==> src/rtl/fp_au_pkg.sv <==
// Shared FP32 arithmetic-unit definitions: field layout, constants, divider FSM states.
package fp_au_pkg;
  localparam int FP_W   = 32;
  localparam int EXP_W  = 8;
  localparam int FRAC_W = 23;
  localparam int MANT_W = 24;
  localparam int SIGN_POS = 31;
  localparam int EXP_LSB  = 23;
  localparam int BIAS    = 127;
  localparam int EXP_MAX = 255;
  localparam logic [FP_W-1:0] QNAN    = 32'h7FC00000;
  localparam logic [FP_W-1:0] POS_INF = 32'h7F800000;

  typedef enum logic [2:0] {S_IDLE, S_SETUP, S_DIVIDE, S_NORM, S_DONE} state_t;
  typedef enum logic [2:0] {SP_NONE, SP_NAN, SP_INF, SP_ZERO, SP_DZ} spec_t;

  // 10-bit signed exponent adder shared by the AU datapaths
  function automatic logic signed [9:0] add10(input logic signed [9:0] a,
                                              input logic signed [9:0] b);
    return a + b;
  endfunction
endpackage

==> src/rtl/divider_seq_div_step.sv <==
// One restoring-division step: compare/subtract divisor, emit one quotient bit, shift remainder.
module div_step #(
  parameter int MANT_W = 24
) (
  input  logic [MANT_W:0]   r_i,
  input  logic [MANT_W-1:0] d_i,
  output logic              q_o,
  output logic [MANT_W:0]   r_o
);
  logic [MANT_W-1:0] diff;

  // after a successful subtract the remainder is below the divisor, so MANT_W bits suffice
  assign diff = MANT_W'(r_i - {1'b0, d_i});
  assign q_o  = (r_i >= {1'b0, d_i});
  assign r_o  = q_o ? {diff, 1'b0} : {r_i[MANT_W-1:0], 1'b0};
endmodule

==> src/rtl/divider_seq.sv <==
// Iterative FP32 divider with start/busy/done handshake and fixed latency.
// Define ROUND_NEAREST_EN for round-to-nearest-even; default build truncates.
module divider_seq
  import fp_au_pkg::*;
#(
  parameter int QBITS_PER_CYC = 1
) (
  input  logic        clk,
  input  logic        rst_n,
  input  logic        start,
  input  logic [31:0] A,
  input  logic [31:0] B,
  output logic        busy,
  output logic        done,
  output logic [31:0] result,
  output logic        overflag,
  output logic        underflag,
  output logic        divzero
);
  localparam int N  = 26 / QBITS_PER_CYC;
  localparam int CW = $clog2(N);

  state_t             state_q;
  spec_t              spec_q, spec_d;
  logic [31:0]        a_q, b_q;
  logic               sign_q;
  logic signed [9:0]  exp_q;
  logic [MANT_W-1:0]  mb_q;
  logic [MANT_W:0]    rem_q;
  logic [25:0]        quo_q;
  logic [CW-1:0]      cnt_q;
  logic               busy_q, done_q, ovf_q, unf_q, dz_q;
  logic [31:0]        result_q;

  // operand classification (exp==0 flushes denormals to zero)
  logic [7:0] ea, eb;
  logic a_zero, b_zero, a_inf, b_inf, a_nan, b_nan;
  assign ea     = a_q[30:EXP_LSB];
  assign eb     = b_q[30:EXP_LSB];
  assign a_zero = (ea == 8'h00);
  assign b_zero = (eb == 8'h00);
  assign a_inf  = (ea == 8'hFF) && (a_q[FRAC_W-1:0] == '0);
  assign b_inf  = (eb == 8'hFF) && (b_q[FRAC_W-1:0] == '0);
  assign a_nan  = (ea == 8'hFF) && (a_q[FRAC_W-1:0] != '0);
  assign b_nan  = (eb == 8'hFF) && (b_q[FRAC_W-1:0] != '0);

  always_comb begin
    spec_d = SP_NONE;
    if (a_nan || b_nan || (a_zero && b_zero) || (a_inf && b_inf)) spec_d = SP_NAN;
    else if (a_inf)  spec_d = SP_INF;
    else if (b_inf)  spec_d = SP_ZERO;
    else if (b_zero) spec_d = SP_DZ;
    else if (a_zero) spec_d = SP_ZERO;
  end

  // restoring step chain, QBITS_PER_CYC bits per cycle
  logic [QBITS_PER_CYC:0][MANT_W:0] r_chain;
  logic [QBITS_PER_CYC-1:0]         qbits;
  assign r_chain[0] = rem_q;
  for (genvar i = 0; i < QBITS_PER_CYC; i++) begin : g_step
    div_step #(.MANT_W(MANT_W)) u_step (
      .r_i (r_chain[i]),
      .d_i (mb_q),
      .q_o (qbits[QBITS_PER_CYC-1-i]),
      .r_o (r_chain[i+1])
    );
  end

  // normalise, round, range check
  logic [FRAC_W-1:0] frac_n;
  logic signed [9:0] exp_n, exp_r;
  logic              inc;
  logic [24:0]       sum;
  logic              ovf_n, unf_n;

  always_comb begin
    if (quo_q[25]) begin
      frac_n = quo_q[24:2];
      exp_n  = exp_q;
    end else begin
      frac_n = quo_q[23:1];
      exp_n  = add10(exp_q, -10'sd1);
    end
`ifdef ROUND_NEAREST_EN
    begin : g_rne
      logic guard, stick;
      guard = quo_q[25] ? quo_q[1] : quo_q[0];
      stick = (quo_q[25] & quo_q[0]) | (|rem_q);
      inc   = guard & (stick | frac_n[0]);
    end
`else
    inc = 1'b0;
`endif
    sum   = {2'b01, frac_n} + 25'(inc);
    exp_r = sum[24] ? add10(exp_n, 10'sd1) : exp_n;
    ovf_n = (exp_r >= 10'sd255);
    unf_n = (exp_r <= 10'sd0);
  end

`ifndef ROUND_NEAREST_EN
  logic unused_lsb;
  assign unused_lsb = quo_q[0];
`endif

  logic [31:0] res_d;
  logic        ovf_d, unf_d, dz_d;
  always_comb begin
    res_d = {sign_q, exp_r[7:0], sum[FRAC_W-1:0]};
    ovf_d = 1'b0;
    unf_d = 1'b0;
    dz_d  = 1'b0;
    case (spec_q)
      SP_NAN:  res_d = QNAN;
      SP_INF:  res_d = {sign_q, POS_INF[30:0]};
      SP_ZERO: res_d = {sign_q, 31'h0};
      SP_DZ: begin
        res_d = {sign_q, POS_INF[30:0]};
        dz_d  = 1'b1;
      end
      default: begin
        if (ovf_n) begin
          res_d = {sign_q, POS_INF[30:0]};
          ovf_d = 1'b1;
        end else if (unf_n) begin
          res_d = {sign_q, 31'h0};
          unf_d = 1'b1;
        end
      end
    endcase
  end

  always_ff @(posedge clk or negedge rst_n) begin
    if (!rst_n) begin
      state_q  <= S_IDLE;
      spec_q   <= SP_NONE;
      a_q      <= '0;
      b_q      <= '0;
      sign_q   <= 1'b0;
      exp_q    <= '0;
      mb_q     <= '0;
      rem_q    <= '0;
      quo_q    <= '0;
      cnt_q    <= '0;
      busy_q   <= 1'b0;
      done_q   <= 1'b0;
      result_q <= '0;
      ovf_q    <= 1'b0;
      unf_q    <= 1'b0;
      dz_q     <= 1'b0;
    end else begin
      case (state_q)
        S_IDLE: begin
          done_q <= 1'b0;
          if (start) begin
            a_q     <= A;
            b_q     <= B;
            busy_q  <= 1'b1;
            ovf_q   <= 1'b0;
            unf_q   <= 1'b0;
            dz_q    <= 1'b0;
            state_q <= S_SETUP;
          end
        end
        S_SETUP: begin
          sign_q  <= a_q[SIGN_POS] ^ b_q[SIGN_POS];
          exp_q   <= add10(add10({2'b0, ea}, -{2'b0, eb}), 10'(BIAS));
          rem_q   <= {2'b01, a_q[FRAC_W-1:0]};
          mb_q    <= {1'b1, b_q[FRAC_W-1:0]};
          quo_q   <= '0;
          cnt_q   <= '0;
          spec_q  <= spec_d;
          state_q <= S_DIVIDE;
        end
        S_DIVIDE: begin
          rem_q <= r_chain[QBITS_PER_CYC];
          quo_q <= {quo_q[25-QBITS_PER_CYC:0], qbits};
          cnt_q <= cnt_q + CW'(1);
          if (cnt_q == CW'(N-1)) state_q <= S_NORM;
        end
        S_NORM: begin
          result_q <= res_d;
          ovf_q    <= ovf_d;
          unf_q    <= unf_d;
          dz_q     <= dz_d;
          busy_q   <= 1'b0;
          done_q   <= 1'b1;
          state_q  <= S_DONE;
        end
        S_DONE: begin
          done_q  <= 1'b0;
          state_q <= S_IDLE;
        end
        default: state_q <= S_IDLE;
      endcase
    end
  end

  assign busy      = busy_q;
  assign done      = done_q;
  assign result    = result_q;
  assign overflag  = ovf_q;
  assign underflag = unf_q;
  assign divzero   = dz_q;
endmodule
==> config.mk <==
export PLATFORM = sky130hd
export DESIGN_NAME = divider_seq
export DESIGN_NICKNAME = d
export VERILOG_FILES = /design/src/rtl/fp_au_pkg.sv /design/src/rtl/divider_seq_div_step.sv /design/src/rtl/divider_seq.sv
export SDC_FILE = /design/constraint.sdc
export NUM_CORES = 1
export LEC_CHECK = 0
export ABC_CLOCK_PERIOD_IN_PS = 3200
export BUFFER_PORTS_ARGS = -buffer_cell sky130_fd_sc_hd__buf_2
export CORE_MARGIN = 3
export CORE_UTILIZATION = 30
export CTS_CLUSTER_SIZE = 24
export DETAILED_ROUTE_END_ITERATION = 8
export GPL_TIMING_DRIVEN = 0
export SLEW_MARGIN = 20
export SYNTH_ARGS = -nofsm -noshare
export SYNTH_HDL_FRONTEND = slang
export SYNTH_SLANG_ARGS = --single-unit
==> constraint.sdc <==
create_clock -name clk -period 3.2 [get_ports clk]
set_input_delay 0.48 -clock clk [delete_from_list [all_inputs] [get_ports clk]]
set_output_delay 0.48 -clock clk [all_outputs]
set_load 0.01 [all_outputs]
==> flow_summary.ini, run 1 <==
[synthesis]
ys_types = 61
synth_fp_nets = 1124
synth_edf_count = 0
ys_seq_area_share_pct = 48.6
synth-seq-cells = 198
synthAdderAreaFrac_pct = 5.54
synth-xor-area-share_pct = 2.49
ys.flop_type = dfrtp_1
synth-compound-area-share_pct = 15.0
synth_mux_area_share_pct = 9.55
syn_area_per_cell_um2 = 10.1
synth_top_family_by_area = simple AND/OR/NAND/NOR gates
syn_area_mm2 = 0.0102
synthCells = 1013
async_flop_share_pct = 100
synth-simple-area-share_pct = 15.2
yosys_warnings = 0

[cts]
clock_latency_ns = 0.45
cts.sinks = 198
cts.path.max_buffers = 2
clkTransAtPathRegs_ns = 0.07
cts_buffers = 17
htreeDepth = 4
cts-root-buf = clkbuf_16
cts_tree = yes

[sta]
tns_ns = 0
worst_pin_slew_ns = 0.692
fin_ws_ns = 0.149
hold_violations = 0
slew-limit-headroom_pct = 53.8
post-route-min-period_ns = 3.05
post-route-period-util_pct = 95.3
fin_skew_ns = 0.00946
drv_slew = 0
setup_violations = 0
max_clock_freq_mhz = 328

[critical_path]
r2r_slack_ns = 0.15
critPathMaxFanout = 3
startpoint_type = flop
arrival_ns = 3.40
worstSetupEndpointType = flop
required_ns = 3.55
rr_startpoint = mb_q[0]$_DFFE_PN0P_
critPathKind = reg2reg
r2r_cells = 11
timing.rr.end = rem_q[23]$_DFFE_PN0N_

[final_layout]
multi_input_area_mm2 = 0.00494
drive_gt1_share_pct = 20.2
nets = 1250
area.sequential_mm2 = 0.00495
fin_cells = 1593
fillerInstances = 3381
area_delta_synth_final_pct = 17.3
diodes = 0
design_area_mm2 = 0.0120

[floorplan]
coreArea_mm2 = 0.0330
initial_core_util_pct = 30.9
row_count = 66
die-area_mm2 = 0.0363
die_y_um = 190
ioPinCount = 104
die_w_um = 190

[global_route]
grt_pass1_vias = 7967
grt_max_degree = 87
grt_first_pass_wirelength_um = 43100
antenna_found_initial = 1
grt_use_total_pct = 15.0
grt_overflow = 0

[place]
dpl.hpwl_um = 20000
dpl_cell_area_mm2 = 0.0113
gp_congestion = 0.867
placed_cells = 1560
io_buffers = 103
place_ws_ns = -0.319

[worst_hold_path]
worstHoldPathCells = 3
hp-start = B[25]
min_path_type = in2reg
hold_end = b_q[25]$_DFFE_PN0P_

[job]
maxCapViolations = 0

[drt]
wl_per_cell_um = 16.6
viasPerCell = 4.99
drc = 0
final_antenna_net_count = 0
dr_total_vias = 7946
drt_iter0_markers = 462
drt_first_pass_iters = 5
drt-total-wl_um = 26400

[pwr]
ir_drop_mv = 0.550
power_density_mw_per_mm2 = 1120
p_leak_nw = 5.24

[status]
status = finished clean
per-layer routing:
metal  vias to the layer above  wire, um  global-route usage, %
met1                      3854     12600                   21.1
met3                        36      1270                   2.98
li1                       3873         -                      -
met4                         2       633                   5.28
met2                       181     11800                   23.1
met5                         -        13                      0
through the flow:
| step | power [mW] | hold slack, ns | util, % |
|---|---|---|---|
| floorplan | 9.28 | 0.184 | - |
| global placement | 11.0 | 0.436 | 34.1 |
| detailed placement | 11.2 | 0.415 | 34.3 |
| CTS | 13.3 | 0.220 | 36.0 |
| global route | 14.6 | 0.245 | 36.2 |
| finish | 13.4 | 0.236 | 36.2 |
registers in the layout, summed over array words and instances, names as in the netlist, 5 cells and up:
signal  cells
a_q        32
b_q        32
cnt_q       5
exp_q      10
mb_q       24
quo_q      26
rem_q      25
result     32
cells in the mapped netlist (8+ instances only):
master    number  area [um^2]
nand3_1       18         90.1
nor2b_1        8         50.1
o21ai_1       16         80.1
mux2i_1       31          310
nor2_1        49          184
a21o_1        13         97.6
and3_1        15         93.8
a22o_1        27          236
clkbuf_1      44          165
nand2b_1       9         56.3
dfrtp_1      198         4950
xnor2_1       19          166
nor3_1        10         50.1
a31oi_1       17          106
nor4_1        13         81.3
inv_1         42          158
ha_1          42          526
nand2_1      158          593
nand4_1       15         93.8
o21ai_0       61          305
o21ai_2       10         87.6
xor2_1        10         87.6
mux2_2        59          664
a21oi_1       28          140
power by group:
group	internal (mW)	switching, mW	total [mW]
logic	2.98	4.08	7.05
registers	3.49	0.797	4.29
clock network	1.02	1.01	2.03
final cells by class:
type	instances	share of cell area [%]
Tap cell	442	4.62
Multi-Input combinational cell	722	41.3
Clock inverter	12	0.805
Timing Repair Buffer	108	5.06
Inverter	42	1.32
Clock buffer	19	3.70
Buffer	50	1.84
Sequential cell	198	41.4
logic make-up (layout without fill, tap and decap cells):
family / count (synthesis) / count (layout)
xor gates and xnor gates: 29 / 29
DFF: 198 / 198
adders and majority gates: 44 / 44
AOI/OAI and AO/OA: 230 / 230
muxes: 90 / 90
buffers and inverters: 93 / 231
and+or+nand+nor: 329 / 329
worst max-delay path, stage by stage (launching register included):
cell and delay [ns]:
dfrtp_1 0.40, ha_1 0.25, fa_1 0.42, nand2b_4 0.18, a211oi_4 0.32, o2111ai_2 0.19, o211ai_1 0.31, buf_4 0.16
nand3_1 0.06, nand2_1 0.07, mux2_2 0.34, a311oi_1 0.25
timing repair:
action	4_1_cts	5_1_grt
buffers inserted	0	2
hold endpoints to repair	49	0
hold buffers	1	0
pin swaps	0	3
setup endpoints to repair	23	21
resized for setup	7	15
cells in the final DEF (no fill, tap or decap), drive strengths merged, types with 4 or more instances in the layout:
| master | count |
|---|---|
| and3 | 15 |
| nand2 | 159 |
| a211oi | 4 |
| inv | 47 |
| clkinvlp | 4 |
| nand3b | 4 |
| nor2b | 8 |
| a21oi | 28 |
| o21a | 7 |
| nor2 | 49 |
| nand3 | 18 |
| nor3 | 10 |
| a31oi | 17 |
| xor2 | 10 |
| or4 | 6 |
| a21o | 13 |
| o211ai | 7 |
| mux2 | 59 |
| o21ai | 87 |
| nand4 | 15 |
| nor4 | 14 |
| o31ai | 6 |
| or2 | 4 |
| ha | 42 |
| o221a | 5 |
| mux2i | 31 |
| dfrtp | 198 |
| and2 | 5 |
| or3 | 6 |
| buf | 115 |
| o21bai | 4 |
| a22o | 27 |
| xnor2 | 19 |
| nand2b | 10 |
| clkbuf | 61 |
| o22ai | 4 |
how the worst max path moves through the flow:
stage	start	endpoint	slack, ns	depth (start not counted)
final	mb_q[0]$_DFFE_PN0P_	rem_q[23]$_DFFE_PN0N_	0.15	11
after CTS	rem_q[18]$_DFFE_PN0N_	rem_q[22]$_DFFE_PN0N_	0.006	12
after floorplan	quo_q[25]$_DFFE_PN0N_	result[10]$_DFFE_PN0P_	0.42	10
after detailed placement	rem_q[18]$_DFFE_PN0N_	rem_q[22]$_DFFE_PN0N_	-0.32	12
after global placement	rst_n	a_q[1]$_DFFE_PN0P_	-1.79	1
after global routing	mb_q[0]$_DFFE_PN0P_	rem_q[23]$_DFFE_PN0N_	-0.009	11
Note: power is estimated with default switching activity, not from simulation.
==> inputs of run 2 (changes only) <==
--- a/config.mk
+++ b/config.mk
@@ -12,6 +12,7 @@
 export CTS_CLUSTER_SIZE = 24
 export DETAILED_ROUTE_END_ITERATION = 8
 export GPL_TIMING_DRIVEN = 0
+export RECOVER_POWER = 50
 export SLEW_MARGIN = 20
 export SYNTH_ARGS = -nofsm -noshare
 export SYNTH_HDL_FRONTEND = slang
==> run 2 against run 1 <==
Global-route usage is the same. Final cell count unchanged. Sequential share of layout area increased by 0.25 points. Largest power group unchanged. Die area unchanged.
==> flow_summary.ini, run 2 (synthesis results as in run 1) <==
[global_route]
grt_overflow = 0
antenna_found_initial = 1
grtUsageMet3_pct = 2.98
grt_max_degree = 87
gr-max-usage-layer = met2
grt_pass1_vias = 7967
grt_use_met1_pct = 21.1
grt_use_total_pct = 15.0
grt_first_pass_wirelength_um = 43100
met2_usage_pct = 23.1

[place]
dpl_cell_area_mm2 = 0.0113
io_buffers = 103
placed_cells = 1560
dpl.hpwl_um = 20000
gp_congestion = 0.867

[drt]
viasPerCell = 5.01
drt_first_pass_iters = 5
drt_iter0_markers = 479
dr_total_vias = 7984
final_antenna_net_count = 0
drc = 0
wl_per_cell_um = 16.6
drt-total-wl_um = 26500

[sta]
drv_slew = 0
hold_violations = 0
max_clock_freq_mhz = 327
worst_pin_slew_ns = 1.34
setup_violations = 0
tns_ns = 0
slew-limit-headroom_pct = 10.6
post-route-min-period_ns = 3.06
timing.hold.ws_ns = 0.239
fin_skew_ns = 0.00969
post-route-period-util_pct = 95.5

[critical_path]
cp_slowest_cell = fa_1
cp_cell_sequence = ha_1, fa_1, nand2b_4, a211oi_4, o2111ai_2, o211ai_1, buf_4, nand3_1, nand2_1, mux2_2, a311oi_1
startpoint_type = flop
required_ns = 3.55
max_stage_delay_ns = 0.42
critPathMaxFanout = 3
critPathKind = reg2reg
worstSetupEndpointType = flop
arrival_ns = 3.41

[pwr]
ir_drop_mv = 0.550
p_leak_nw = 5.09
power_density_mw_per_mm2 = 1120
power_mw = 13.4

[cts]
cts_tree = yes
clock_latency_ns = 0.45
htreeDepth = 4
cts.sinks = 198
cts_buffers = 17
cts.path.max_buffers = 2
cts-root-buf = clkbuf_16
clkTransAtPathRegs_ns = 0.07

[final_layout]
design_area_mm2 = 0.0119
diodes = 0
fin_cells = 1593
nets = 1250
drive_gt1_share_pct = 16.9
final_common_cell = dfrtp_1
area_delta_synth_final_pct = 16.6
final_cell_mix = dfrtp_1, nand2_1, clkbuf_1
fillerInstances = 3405

[worst_hold_path]
min_path_type = in2reg

[floorplan]
die_w_um = 190
coreArea_mm2 = 0.0330
row_count = 66
die_y_um = 190
initial_core_util_pct = 30.9
ioPinCount = 104
die-area_mm2 = 0.0363

[status]
status = finished clean

[job]
maxCapViolations = 0
[run 2: cell types whose count changed in the layout (fill, tap and decap cells not counted)]
cell      before  now
buf_2        105   68
clkbuf_1      40   77
buf_16         2    1
buf_6          3    4
buf_8          1    0
clkbuf_2       2    3
[run 2: timing repair]
item / 4_1_cts / 5_1_grt
pin swaps: 0 / 3
setup buffers: 0 / 2
hold buffers: 1 / 0
hold endpoints to repair: 49 / 0
endpoints found under the setup margin: 23 / 21
resized for setup: 7 / 15
[run 2: report_power, final]
part	switching [mW]	internal [mW]	leakage, nW
registers	0.803	3.49	2.47
clock network	1.01	1.02	0.253
logic	4.07	2.95	2.37
[run 2: worst max-delay path: cells and delay by family (launching register included)]
family	cells	cell delay [ns]
flops	1	0.40
mux	1	0.34
fa+ha+maj	2	0.67
buf+inv	1	0.16
compound gates	4	1.08
simple gates	3	0.31
[run 2: cell type report]
cell class,count,area (um^2),area share (%)
Sequential cell,198,4950,41.6
Inverter,42,158,1.32
Tap cell,442,553,4.65
Multi-Input combinational cell,722,4940,41.5
Clock inverter,12,96.3,0.810
Timing Repair Buffer,108,533,4.48
Buffer,50,220,1.85
Clock buffer,19,443,3.72
[run 2: worst paths after layout]
path	startpoint	to	slack [ns]	cells after the start
max	mb_q[0]$_DFFE_PN0P_	rem_q[23]$_DFFE_PN0N_	0.14	11
min	B[25]	b_q[25]$_DFFE_PN0P_	0.24	3
max reg2reg	mb_q[0]$_DFFE_PN0P_	rem_q[23]$_DFFE_PN0N_	0.14	11
min reg2reg	mb_q[23]$_DFFE_PN0P_	mb_q[23]$_DFFE_PN0P_	0.45	2
max in group asynchronous	rst_n	a_q[8]$_DFFE_PN0P_	0.69	4
min in group asynchronous	rst_n	result[16]$_DFFE_PN0P_	0.86	2
[run 2: per-stage QoR]
| stage | utilization, % | setup WS (ns) |
|---|---|---|
| after floorplan | - | 0.416 |
| after global placement | 34.1 | -1.79 |
| after detailed placement | 34.3 | -0.319 |
| after CTS | 36.0 | 0.00562 |
| after global routing | 36.0 | -0.00907 |
| final | 36.0 | 0.143 |
[run 2: per-layer routing]
layer | wire, um | vias to the layer above
li1 | - | 3877
met1 | 12600 | 3867
met4 | 613 | 2
met5 | 13 | -
met2 | 11900 | 203
met3 | 1330 | 35
